**config.mk**
```make
export PLATFORM = sky130hd
export DESIGN_NAME = jbi_ncio_prtq_ctl
export DESIGN_NICKNAME = d
export VERILOG_FILES = /design/src/rtl/jbi_ncio_prtq_ctl.sv
export SDC_FILE = /design/constraint.sdc
export NUM_CORES = 1
export LEC_CHECK = 0
export BUFFER_PORTS_ARGS = -buffer_cell sky130_fd_sc_hd__buf_2
export CORE_AREA = 2 2 212 214
export CTS_CLUSTER_SIZE = 16
export DETAILED_ROUTE_END_ITERATION = 10
export DIE_AREA = 0 0 214 216
export GPL_ROUTABILITY_DRIVEN = 0
export PLACE_DENSITY_LB_ADDON = 0.1
export SLEW_MARGIN = 25
export SYNTH_ARGS = -nofsm -noshare
export SYNTH_HDL_FRONTEND = slang
export SYNTH_SLANG_ARGS = --single-unit
export TNS_END_PERCENT = 50
```
**constraint.sdc**
```tcl
create_clock -name clk -period 4.7 [get_ports clk]
set_input_delay 0.94 -clock clk [delete_from_list [all_inputs] [get_ports clk]]
set_output_delay 0.94 -clock clk [all_outputs]
set_load 0.005 [all_outputs]
```
**src/rtl/jbi_ncio_prtq_ctl.sv**
```systemverilog
// PRTQ control: pointers/occupancy for the 16-entry RF plus a 2-entry output skid.
// Optional high-water-mark tracking is built when JBI_PRTQ_HWM_EN is defined.
module jbi_ncio_prtq_ctl #(
  parameter int ADDR_W = 4,
  parameter int DATA_W = 132
) (
  input  logic              clk,
  input  logic              rst_l,
  input  logic              push,
  input  logic [DATA_W-1:0] push_data,
  output logic              prtq_full,
  output logic [ADDR_W:0]   prtq_level,
  output logic              out_vld,
  output logic [DATA_W-1:0] out_data,
  input  logic              pop,
  output logic              prtq_csn_wr,
  output logic [ADDR_W-1:0] prtq_waddr,
  output logic [DATA_W-1:0] prtq_wdata,
  output logic              prtq_csn_rd,
  output logic [ADDR_W-1:0] prtq_raddr,
  input  logic [DATA_W-1:0] prtq_rdata,
  output logic              prtq_err_ovf,
  output logic              prtq_err_unf
`ifdef JBI_PRTQ_HWM_EN
  ,
  input  logic              hwm_clr,
  output logic [ADDR_W:0]   prtq_hwm
`endif
);

  logic [ADDR_W-1:0] wptr;
  logic [ADDR_W-1:0] rptr;
  logic [ADDR_W:0]   arr_cnt;
  logic              inflight;
  logic [1:0]        ob_cnt;
  logic [DATA_W-1:0] ob0;
  logic [DATA_W-1:0] ob1;
  logic [2:0]        pend;
  logic              do_wr;
  logic              do_rd;
  logic              do_pop;

  // arr_cnt never exceeds the depth, so its MSB alone marks full
  assign prtq_full  = arr_cnt[ADDR_W];
  assign prtq_level = arr_cnt;
  assign out_vld    = (ob_cnt != 2'd0);
  assign out_data   = ob0;
  assign do_pop     = pop & out_vld;
  assign do_wr      = push & ~prtq_full;

  // entries the skid will hold once the current read/pop settle
  assign pend  = {1'b0, ob_cnt} + {2'b0, inflight} - {2'b0, do_pop};
  assign do_rd = (arr_cnt != '0) & (pend < 3'd2);

  assign prtq_csn_wr = ~(do_wr & rst_l);
  assign prtq_csn_rd = ~(do_rd & rst_l);
  assign prtq_waddr  = wptr;
  assign prtq_raddr  = rptr;
  assign prtq_wdata  = push_data;

  always_ff @(posedge clk or negedge rst_l) begin
    if (!rst_l) begin
      wptr     <= '0;
      rptr     <= '0;
      arr_cnt  <= '0;
      inflight <= 1'b0;
    end else begin
      if (do_wr) wptr <= wptr + 1'b1;
      if (do_rd) rptr <= rptr + 1'b1;
      inflight <= do_rd;
      unique case (1'b1)
        do_wr & ~do_rd: arr_cnt <= arr_cnt + 1'b1;
        do_rd & ~do_wr: arr_cnt <= arr_cnt - 1'b1;
        default: ;
      endcase
    end
  end

  always_ff @(posedge clk or negedge rst_l) begin
    if (!rst_l) begin
      ob_cnt <= '0;
      ob0    <= '0;
      ob1    <= '0;
    end else begin
      ob_cnt <= ob_cnt + {1'b0, inflight} - {1'b0, do_pop};
      if (do_pop) begin
        if (ob_cnt == 2'd2) begin
          ob0 <= ob1;
          if (inflight) ob1 <= prtq_rdata;
        end else if (inflight) begin
          ob0 <= prtq_rdata;
        end
      end else if (inflight) begin
        if (ob_cnt == 2'd0) ob0 <= prtq_rdata;
        else                ob1 <= prtq_rdata;
      end
    end
  end

  always_ff @(posedge clk or negedge rst_l) begin
    if (!rst_l) begin
      prtq_err_ovf <= 1'b0;
      prtq_err_unf <= 1'b0;
    end else begin
      if (push & prtq_full) prtq_err_ovf <= 1'b1;
      if (pop & ~out_vld)   prtq_err_unf <= 1'b1;
    end
  end

`ifdef JBI_PRTQ_HWM_EN
  always_ff @(posedge clk or negedge rst_l) begin
    if (!rst_l) begin
      prtq_hwm <= '0;
    end else if (hwm_clr) begin
      prtq_hwm <= arr_cnt;
    end else if (arr_cnt > prtq_hwm) begin
      prtq_hwm <= arr_cnt;
    end
  end
`endif

endmodule
```
* Word level (Yosys, flattened, before mapping)
Cells that the tools add are included.
Storage, ports and cells: register bits after elaboration 282, input port bits 268, output and inout bits 283, word-level logic and storage cells 56
Operators by class: add/sub/neg operators 8, magnitude comparators 1, equal/unequal tests 4, multiplexer cells 10, bitwise operators 15, reduce and logical (&&, ||, !) cells 9
Operator list (count):
- $mux 132 | 9
- $pmux 5 s2 | 1
- $reduce_bool 2->1 | 5
- $and 1x1->1 | 9
- $add 4x1->4 const B | 2
- $not 1->1 | 6
- $add 5x1->5 const B | 1
- $reduce_bool 5->1 | 1
- $sub 5x1->5 const B | 1
- $ne 2x2->1 const B | 2
- $reduce_and 4->1 | 1
- $add 2x1->3 | 1
- $lt 3x2->1 const B | 1
- $reduce_and 3->1 | 1
- $sub 3x1->3 | 1
- $add 2x1->2 | 1
- $eq 2x2->1 const B | 1
- $logic_not 2->1 | 1
- $ne 2x1->1 const B | 1
- $sub 2x1->2 | 1

* Longest topological paths before layout
Gate-level depths: netlist of run 1.
depth after elaboration 8, gate-level depth with buffers 17, depth with buffers taken out 14

* Worst setup path before layout of run 1
OpenSTA, ideal clock, no wires.
path kind input to register, start point in pop, end point reg arr_cnt[4], in the netlist prtq_level[4], setup time 0.146 ns, arrival time 4.092 ns, required time 4.554 ns, setup slack 0.462 ns, cell stages on the path 15, path buffers 3, path through nand3_1 buf_2 buf_4 buf_6 o21ai_0 ha_1 fa_1 xnor2_1 a211oi_2 ha_1 ha_1 nor2b_1 or4_1 nand4_1 o311ai_0
On the way: cells in the longest elaborated chain, start to end 7, elaborated cells between the ends (all ways) 9
RTL lines:
- start: declaration | line 15 | input logic pop,
- $and 1x1->1 (*) | line 48 | assign do_pop = pop & out_vld;
- $sub 3x1->3 (*) | line 52 | assign pend = {1'b0, ob_cnt} + {2'b0, inflight} - {2'b0, do_pop};
- $lt 3x2->1 (*) | line 53 | assign do_rd = (arr_cnt != '0) & (pend < 3'd2);
- $and 1x1->1 (*) | line 53
- net do_rd | line 40 | logic do_rd;
- $not 1->1 | line 72 | do_wr & ~do_rd: arr_cnt <= arr_cnt + 1'b1;
- $and 1x1->1 | line 72
- $pmux 5 s2 / $reduce_bool 2->1 (equally long branches)
- end signal: assignment | line 72
- end signal: assignment | line 73 | do_rd & ~do_wr: arr_cnt <= arr_cnt - 1'b1;
- end: declaration | line 33 | logic [ADDR_W:0] arr_cnt;
The timed path passes the listed nets; every way through them passes the cells marked *. A chain may end at the register's enable or synchronous reset.

* Final worst setup path of run 1
start point in pop, end point out prtq_csn_rd
On the way: cells in the longest elaborated chain, start to end 6
RTL lines:
- $and 1x1->1 | line 48
- $sub 3x1->3 | line 52
- $lt 3x2->1 | line 53
- $and 1x1->1 | line 53
- net do_rd | line 40
- $and 1x1->1 | line 56 | assign prtq_csn_rd = ~(do_rd & rst_l);
- $not 1->1 | line 56
- end: declaration | line 19 | output logic prtq_csn_rd,
The timed path passes the listed nets, and every way through them passes these cells.

==> summary.txt, run 1 <==
Clocking
  • Htree depth: 2
  • Clk slew on worst S/H paths: 0.05 ns
  • Skew-Pair Late Insertion Delay: around 0.53 ns
  • Post-CTS resize count: 0
  • Setup bufs post-CTS: 0
  • Clock tree buffer depth: 3
  • Number of hold buffers added after CTS: 0
  • Number of CTS-inserted buffers: 36
  • Root buffer cell: clkbuf_16
  • TritonCTS clock tree: yes
  • Clk sink count: between 200 and 300

Place
  • Area post-placement: 14,000 µm²
  • Placed wire-length estimate: 28,960 µm
  • PortBufs: roughly 290

GRT
  • Largest net degree at the start of global routing: approximately 120
  • Overflow after GRT: 0
  • GRT Total Usage: 17.09%
  • Vias in the first global route: 8,513
  • Global-route wire length before repair: 58,870 µm
  • Initial antenna violation count: 6

Finish
  • Highest-count cells in the layout ignoring fill and taps: 285 x buf_2, 282 x dfrtp_1, 134 x mux2i_1
  • P&R area growth vs syn: 17.74%
  • Final Cell Area: 15,210 µm²
  • Final #Nets: 1,500
  • Fraction of layout cells with a size suffix above 1: 39.41%
  • Commonest non-fill, non-tap cell in the layout: buf_2

Job
  • Max-Cap Viols: 0

Worst hold path
  • Worst hold path class: in2async

Yosys
  • Post-synthesis simple-gate area fraction: 4.785%
  • Avg Cell Area, Syn: 12.08 µm²
  • Complex-gate fraction of the synthesized area: 5.898%
  • Synth Register Bits: about 280
  • Main synth FF type: dfrtp_1
  • Syn. warnings: 0
  • EDFF count, synth: 0
  • Post-Synth Adder-Cell Area: 0.9879%
  • Synth Area in XOR/XNOR: less than 1%
  • Synth Instances: about 1,100
  • Synth Cell Area: between 10,000 and 15,000 µm²
  • Main combinational cell family by area after synthesis: multiplexers
  • Mux contribution to synthesized area: between 20 and 25%
  • Async SR Flop Fraction: 100.0%
  • Synth cell types: 37
  • Synth Net Count: 1,346
  • Register area share after synthesis: 54.62%

Setup path
  • Reg2Reg Depth: 13
  • WP data required: about 3.8 ns
  • CP Max Fanout: 6
  • Crit. End Element: output port
  • CP Launch Type: primary input
  • Worst reg-to-reg setup slack: 1.37 ns
  • Arrival @ worst endpoint: approximately 2.6 ns
  • Reg-to-reg endpoint: prtq_level[4]
  • R2r startpoint: ob_cnt[0]
  • Critical path type: in2out

STA
  • Setup TNS: 0 ns
  • RSZ-0062 raised after global routing: false
  • Final period util: 75.91%
  • Final Skew: 0.01360 ns
  • Hold slack: 0.3519 ns
  • Final Setup Violations: 0
  • Slew Limit Headroom: 37.54%
  • Final Max Tran Viols: 0
  • Fmax: 0.2803 GHz
  • Actual slew at the worst max-slew pin: about 0.94 ns
  • Final hold vios: 0
  • Period minus WS final: roughly 3.6 ns

Floorplan
  • I/O pin cnt: 551
  • Rows: 77
  • Core area: 43,840 µm²
  • Die Width: 214 µm
  • Die ar.: 46,220 µm²
  • Die Span Y: between 200 and 250 µm
  • Starting density of the core: 29.47%

Pwr
  • Leakage power figure: between 0.007 and 0.008 µW
  • Switching Share: 33.80%
  • VDD IR-drop max: between 0.0002 and 0.0003 V
  • Switching power: 3835 µW
  • Power Internal: 7511 µW
  • Power per Cell Area: ~750 nW/µm²
  • Clock power share: between 20% and 30%
  • Sequential power share: 38.1%
  • Combinational Power Share: 37.0%

Drt
  • Drt initial violations: roughly 430
  • Final WL: 39,870 µm
  • Vias: around 8,300
  • Number of remaining DRC errors: 0
  • Routed Antenna Nets: 0
  • DR vias/cell: 4.522
  • Routed length per instance: 21.68 µm
  • Pre-antenna DRT Iters: 4

Run status
  • Outcome: finished, final reports clean
sequential cells by signal, summed over array words and instances (netlist names):
name and flops:
prtq_raddr 4, prtq_err_ovf 1, prtq_waddr 4, prtq_err_unf 1, ob1 132, prtq_level 5
out_data 132, inflight 1, ob_cnt 2
synthesized netlist by cell type, drive strengths merged, types with 2 or more instances:
library cell / number / area share [%]
a21o: 2 / 0.12
a21oi: 133 / 5.2
buf: 189 / 11
clkbuf: 4 / 0.12
dfrtp: 282 / 55
fa: 2 / 0.31
ha: 7 / 0.68
inv: 7 / 0.20
mux2: 134 / 12
mux2i: 134 / 10
nand2: 9 / 0.28
nand3: 2 / 0.12
nand4: 3 / 0.15
nor2: 132 / 3.8
nor2b: 2 / 0.097
o21ai: 5 / 0.22
xnor2: 6 / 0.41
xor2: 4 / 0.27
worst max-delay path by stage:
| stage | start | endpoint | cells after the start |
|---|---|---|---|
| floorplan | pop | prtq_level[4] | 15 |
| global placement | pop | prtq_level[4] | 13 |
| detailed placement | pop | prtq_level[4] | 13 |
| CTS | ob_cnt[0] | prtq_csn_rd | 10 |
| global route | ob_cnt[0] | prtq_csn_rd | 10 |
| finish | pop | prtq_csn_rd | 10 |
power by group through the flow:
| stage | clock (µW) | combinational, µW | sequential, µW |
|---|---|---|---|
| 2_1_floorplan | 0 | 2820 | 4320 |
| 3_3_place_gp | 0 | 4220 | 4340 |
| 3_5_place_dp | 0 | 4300 | 4360 |
| 4_1_cts | 2940 | 4310 | 4340 |
| 5_1_grt | 3030 | 4690 | 4490 |
| 6_report | 2820 | 4200 | 4320 |
kinds of logic (layout without fill, tap and decap cells):
kind of cell | count (synthesis) | count (layout)
flip-flops | 282 | 282
other | 0 | 1
XOR/XNOR | 10 | 10
AO/OA/AOI/OAI | 146 | 146
buffers and inverters | 200 | 377
adder cells (fa/ha/maj) | 9 | 9
multiplexers | 268 | 268
AND/OR/NAND/NOR | 154 | 154
critical path, stage by stage:
cell	delay [ns]
buf_2	0.14
nand3_4	0.10
o21ai_0	0.09
ha_1	0.20
fa_1	0.37
xnor2_1	0.15
a211oi_2	0.24
buf_4	0.19
nand2_1	0.05
buf_2	0.14
cell type report:
cell class / count / area (µm²)
Inverter: 7 / 26.28
Fill cell: 4484 / 28630
Tap cell: 592 / 740.7
Timing Repair Buffer: 309 / 1704
Multi-Input combinational cell: 587 / 4473
Antenna cell: 1 / 2.502
Clock inverter: 8 / 121.4
Sequential cell: 282 / 7057
Clock buffer: 53 / 1086
routing by layer:
metal / share of wire [%] / vias to the layer above / global-route usage (%) / wire (µm)
li1: - / 3861 / - / -
met3: 15 / 76 / 11.71 / 5862
met5: 0.36 / - / 1.146 / 145
met1: 34 / 3967 / 16.79 / 13450
met2: 49 / 400 / 28.44 / 19410
met4: 2.5 / 12 / 5.897 / 997
through the flow:
step / cells / utilization (%) / setup WS, ns / power, µW
6_report: 1839 / 34.70 / 1.132 / 11350
5_1_grt: 1839 / 34.70 / 0.9456 / 12200
4_1_cts: 1838 / 34.69 / 1.100 / 11590
3_5_place_dp: 1777 / 31.94 / 0.8256 / 8660
3_3_place_gp: 1775 / 31.84 / 0.8049 / 8562
2_1_floorplan: 1069 / - / 0.4620 / 7140
No activity file was read; power rests on OpenSTA's default activity.
==> run 2: changes to the inputs <==
clock period = 2.97 ns   (was 4.7 ns; I/O delays follow)
==> run 2 against run 1 <==
Effect of this change:
- non-clock buffer count increased by 12
- via count down 1.1%
- sequential power up 58%
- clock-buffer cell count up 3
- critical path type is now reg2out
- critical endpoint unchanged
- highest routed layer unchanged
==> summary.txt, run 2 (same netlist as run 1, synthesis figures left out) <==
Worst hold path
  • Worst hold path class: in2reg
  • Worst Hold Endpoint: prtq_err_ovf
  • Hold Crit Start: push
  • Hold path depth: 2

STA
  • Final period util: between 90% and 100%
  • Slew Limit Headroom: 42.90%
  • RSZ-0062 raised after global routing: true
  • Final hold vios: 0
  • Final Skew: ~0.016 ns
  • Period minus WS final: 2.937 ns
  • Fmax: between 0.3 and 0.4 GHz
  • Final Setup Violations: 0
  • Hold slack: 0.2876 ns
  • Final Max Tran Viols: 0
  • Actual slew at the worst max-slew pin: 0.8565 ns

GRT
  • Initial antenna violation count: 5
  • Global-route wire length before repair: 53,340 µm
  • Largest net degree at the start of global routing: 131
  • GRT Total Usage: between 10% and 20%
  • Vias in the first global route: about 8,500
  • Overflow after GRT: 0

Place
  • PortBufs: 286
  • Area post-placement: 14,120 µm²
  • Post-placement cell count: 1,785
  • Placed wire-length estimate: 23,640 µm

Pwr
  • VDD IR-drop max: between 0.0005 and 0.0006 V
  • Pwr Total: 17,740 µW
  • Switching power: approximately 6100 µW
  • Combinational Power Share: 38.8%
  • Switching Share: approximately a third
  • Leakage power figure: 0.007440 µW
  • Power per Cell Area: 1163 nW/µm²
  • Clock power share: 22.8%
  • Sequential power share: a little under two fifths
  • Power Internal: 11,680 µW

Floorplan
  • Rows: slightly below 80
  • Die ar.: ~46,000 µm²
  • I/O pin cnt: 551
  • Starting density of the core: 29.47%
  • Die Width: 214 µm
  • Core area: between 40,000 and 50,000 µm²
  • Die Span Y: 216 µm

Clocking
  • Root buffer cell: clkbuf_16
  • Skew-Pair Late Insertion Delay: 0.52 ns
  • Clk sink count: around 280
  • Clk slew on worst S/H paths: 0.06 ns
  • Number of CTS-inserted buffers: 35
  • Clock tree buffer depth: 3
  • Htree depth: 2
  • TritonCTS clock tree: yes

Drt
  • DR vias/cell: between 4 and 5
  • Routed length per instance: about 19 µm
  • Drt initial violations: 404
  • Pre-antenna DRT Iters: 4
  • Number of remaining DRC errors: 0
  • Routed Antenna Nets: 0
  • Final WL: 34,300 µm
  • Vias: 8,228

Finish
  • Final Cell Area: ~15,000 µm²
  • Commonest non-fill, non-tap cell in the layout: buf_2
  • P&R area growth vs syn: 18.07%
  • Util after Layout: between 30% and 40%
  • Final Non-Filler Cells: roughly 1,900
  • Final #Nets: about 1,500
  • Highest-count cells in the layout ignoring fill and taps: 285 x buf_2, 282 x dfrtp_1, 134 x mux2i_1
  • Fraction of layout cells with a size suffix above 1: 40.33%

Setup path
  • CP Launch Type: flop
  • Reg2Reg Depth: 13
  • Crit. End Element: output port
  • Worst reg-to-reg setup slack: 0.08 ns
  • R2r startpoint: ob_cnt[1]
  • Reg-to-reg endpoint: prtq_level[4]
  • Critical path type: reg2out
  • Arrival @ worst endpoint: between 2 and 2.5 ns
  • WP data required: 2.38 ns
  • CP Max Fanout: 3

Job
  • Max-Cap Viols: 0

Run status
  • Outcome: finished, final reports clean
[run 2: cell type report]
cell class                      count  area, µm²
Timing Repair Buffer              321       1810
Fill cell                        4445      28580
Multi-Input combinational cell    587       4538
Sequential cell                   282       7057
Clock buffer                       56       1055
Clock inverter                      4      23.77
Antenna cell                        1      2.502
Tap cell                          592      740.7
Inverter                            7      26.28
[run 2: critical path: stages (launching register included)]
cell and delay, ns:
dfrtp_1 0.41, nand3_4 0.10, o21ai_2 0.05, ha_2 0.17, fa_2 0.38, xnor2_2 0.16
a211oi_4 0.24, buf_6 0.14, nand2_2 0.04, buf_2 0.12
[run 2: through the flow]
| stage | setup WS [ns] | setup TNS (ns) |
|---|---|---|
| after floorplan | -0.4302 | -1.185 |
| after global placement | -0.1646 | -0.2786 |
| after detailed placement | -0.1973 | -0.4173 |
| after CTS | 0.004669 | 0 |
| after global routing | -0.07812 | -0.1340 |
| final | 0.03336 | 0 |
[run 2: metal layers]
metal	track usage (%)	part of all wire (%)	vias up
li1	-	-	3867
met3	5.130	7.6	105
met5	0.6250	0.26	-
met1	16.85	39	3985
met4	6.760	3.4	10
met2	25.23	49	261
[run 2: worst max-delay path by stage]
stage,start,to,cells past startpoint
after floorplan,pop,prtq_level[4],14
after global placement,pop,prtq_level[4],12
after detailed placement,pop,prtq_level[4],12
after CTS,ob_cnt[1],prtq_csn_rd,9
after global routing,ob_cnt[0],prtq_csn_rd,10
final,ob_cnt[1],prtq_csn_rd,9
[run 2: power by group through the flow]
stage | registers [µW] | logic [µW] | clock network [µW]
floorplan | 6840 | 4600 | 0
global placement | 6820 | 6850 | 0
detailed placement | 6870 | 6950 | 0
CTS | 6830 | 7050 | 4240
global route | 7090 | 7690 | 4390
finish | 6810 | 6880 | 4050
[run 2: repair_timing]
action | in CTS | in global routing
hold buffers | 1 | 0
resized for setup | 4 | 2
buffers inserted | 3 | 0
endpoints found under the setup margin | 1 | 3
pin swaps | 1 | 2
hold endpoints to repair | 17 | 0
==> run 3: changes to the inputs <==
CAP_MARGIN = 0   (was default)
MAX_ROUTING_LAYER = met4   (was default)
clock period = 2.4 ns   (was 2.97 ns; I/O delays follow)
==> run 3 against run 2 <==
Effect of this change:
- final cell count increased by 0.54%
- clock skew decreased by 0.0031 ns
- clock power increased by 29%
- hold slack got worse by 0.11 ns
- die area unchanged
- setup slack got worse by 0.55 ns
- utilization increased by 0.41 points
- critical path depth increased by 4
- the flow now finishes with violations (negative setup slack)
- critical endpoint is now prtq_level[4]
- sequential share of layout area decreased by 0.54 points
==> summary.txt, run 3 (same netlist as run 1, synthesis figures left out) <==
Run status
  • Outcome: complete, but fails checks
  • Failing checks: negative setup slack

Setup path
  • Reg2Reg Depth: 13
  • CP max stage delay: 0.45 ns
  • CP Launch Type: flop
  • Worst reg-to-reg setup slack: -0.51 ns
  • Critical path type: reg2reg
  • CP Max Fanout: 6
  • Most common cell on crit path: ha_4
  • Crit. End Element: flop
  • R2r startpoint: ob_cnt[0]
  • Reg-to-reg endpoint: prtq_level[4]
  • WP data required: 2.79 ns
  • CP bufs+invs: 2
  • CP delay by family, top: adder cells
  • CP Cell Sequence: inv_2, nand3_4, o21ai_2, ha_2, fa_2, a211oi_4, buf_4, ha_4, ha_4, nor2b_4, or4_4, nand4_1, o311ai_1
  • Arrival @ worst endpoint: 3.31 ns
  • CP max stage cell: fa_2

STA
  • Actual slew at the worst max-slew pin: around 0.7 ns
  • Final period util: 121.4%
  • Fmax: around 0.34 GHz
  • RSZ-0062 raised after global routing: true
  • Period minus WS final: 2.914 ns
  • Final Skew: between 0.01 and 0.015 ns
  • PnR worst setup slack: -0.5145 ns
  • Final Setup Violations: 5
  • Slew Limit Headroom: 53.20%
  • Final Max Tran Viols: 0
  • Final hold vios: 0

Pwr
  • VDD IR-drop max: 0.0006258 V
  • Leakage power figure: 0.007526 µW
  • Switching power: approximately 7600 µW
  • Clock power share: 23.2%
  • Power per Cell Area: 1461 nW/µm²
  • Power Internal: approximately 15,000 µW
  • Switching Share: around a third
  • Sequential power share: 37.4%
  • Combinational Power Share: 39.4%

Drt
  • Pre-antenna DRT Iters: 4
  • Number of remaining DRC errors: 0
  • Vias: 8,310
  • Drt initial violations: approximately 370
  • Routed length per instance: 18.51 µm
  • DR vias/cell: between 4 and 5
  • Final WL: 34,430 µm
  • Routed Antenna Nets: 0

Clocking
  • Root buffer cell: clkbuf_16
  • Skew-Pair Late Insertion Delay: 0.53 ns
  • Number of CTS-inserted buffers: 36
  • Htree depth: 2
  • TritonCTS clock tree: yes
  • Clk slew on worst S/H paths: 0.06 ns
  • Clk sink count: 282
  • Clock tree buffer depth: 3

Place
  • Placed wire-length estimate: 23,090 µm
  • PortBufs: 286
  • Area post-placement: between 10,000 and 15,000 µm²

Floorplan
  • Die ar.: 46,220 µm²
  • Rows: 77
  • Die Span Y: 216 µm
  • Core area: roughly 44,000 µm²
  • Starting density of the core: 29.47%
  • Die Width: between 200 and 250 µm
  • I/O pin cnt: 551

Worst hold path
  • Hold Crit Start: prtq_rdata[60]
  • Hold path depth: 2
  • Worst Hold Endpoint: ob1[60]
  • Worst hold path class: in2reg

GRT
  • Overflow after GRT: 0
  • Initial antenna violation count: 3
  • Vias in the first global route: 8,410
  • Largest net degree at the start of global routing: 127
  • GRT Total Usage: 15.14%
  • Global-route wire length before repair: 52,830 µm

Finish
  • Fraction of layout cells with a size suffix above 1: roughly two fifths
  • Final Cell Area: 15,430 µm²
  • Highest-count cells in the layout ignoring fill and taps: 285 x buf_2, 282 x dfrtp_1, 134 x mux2i_1
  • Filler cells: 4,452
  • Util after Layout: 35.21%
  • Commonest non-fill, non-tap cell in the layout: buf_2
  • Final #Nets: 1,519
  • P&R area growth vs syn: 19.48%

Job
  • Max-Cap Viols: 0
-- run 3: routing by layer --
| metal | wire length, µm | up-vias | global-route usage (%) |
|---|---|---|---|
| li1 | - | 3899 | - |
| met1 | 13570 | 4047 | 17.09 |
| met2 | 17250 | 289 | 24.62 |
| met3 | 2584 | 75 | 5.046 |
| met4 | 1032 | 0 | 6.317 |
| met5 | 0 | - | - |
-- run 3: power groups by stage --
stage	clock network [µW]	logic, µW	registers (µW)
2_1_floorplan	0	5710	8460
3_3_place_gp	0	8740	8440
3_5_place_dp	0	8830	8510
4_1_cts	5480	8980	8460
5_1_grt	5660	9910	8770
6_report	5240	8880	8430
-- run 3: per-stage QoR --
step / TNS, ns / hold WS [ns] / setup WS (ns) / total power, µW / cells
finish: -2.014 / 0.1809 / -0.5145 / 22550 / 1860
global route: -2.756 / 0.1530 / -0.6407 / 24330 / 1860
CTS: -2.158 / 0.1383 / -0.5170 / 22920 / 1854
detailed placement: -2.569 / 0.3863 / -0.6689 / 17340 / 1788
global placement: -2.307 / 0.3881 / -0.6356 / 17180 / 1788
floorplan: -3.723 / 0.1844 / -0.8849 / 14170 / 1069
-- run 3: final cells by class --
class	instances	area [µm²]	share of cell area, %
sequential	282	7057	45.72
multi-input combinational	587	4548	29.47
timing repair buffer	328	1928	12.49
clock buffer	48	1007	6.526
tap	592	740.7	4.799
clock inverter	13	120.1	0.7782
inverter	7	26.28	0.1702
antenna	3	7.507	0.04864
-- run 3: worst max path at each step --
| stage | startpoint | to | slack, ns | depth (start not counted) |
|---|---|---|---|---|
| after CTS | ob_cnt[0] | prtq_level[4] | -0.52 | 13 |
| after global placement | pop | prtq_level[4] | -0.64 | 12 |
| after detailed placement | pop | prtq_level[4] | -0.67 | 12 |
| final | ob_cnt[0] | prtq_level[4] | -0.51 | 13 |
| after global routing | ob_cnt[0] | prtq_level[4] | -0.64 | 14 |
| after floorplan | pop | prtq_level[4] | -0.88 | 14 |
-- run 3: worst reg2reg max path: cells and delay by family (launching register included) --
| kind | cells | cell delay [ns] |
|---|---|---|
| compound gates | 3 | 0.43 |
| fa+ha+maj | 4 | 1.02 |
| buf+inv | 2 | 0.26 |
| flops | 1 | 0.39 |
| simple gates | 4 | 0.69 |
-- run 3: repair_timing --
action / in CTS / in global routing
setup buffers: 4 / 2
pin swaps: 1 / 9
setup endpoints to repair: 5 / 6
endpoints found under the hold margin: 35 / 0
hold buffers: 1 / 0
cloned: 0 / 0
resized for setup: 3 / 7
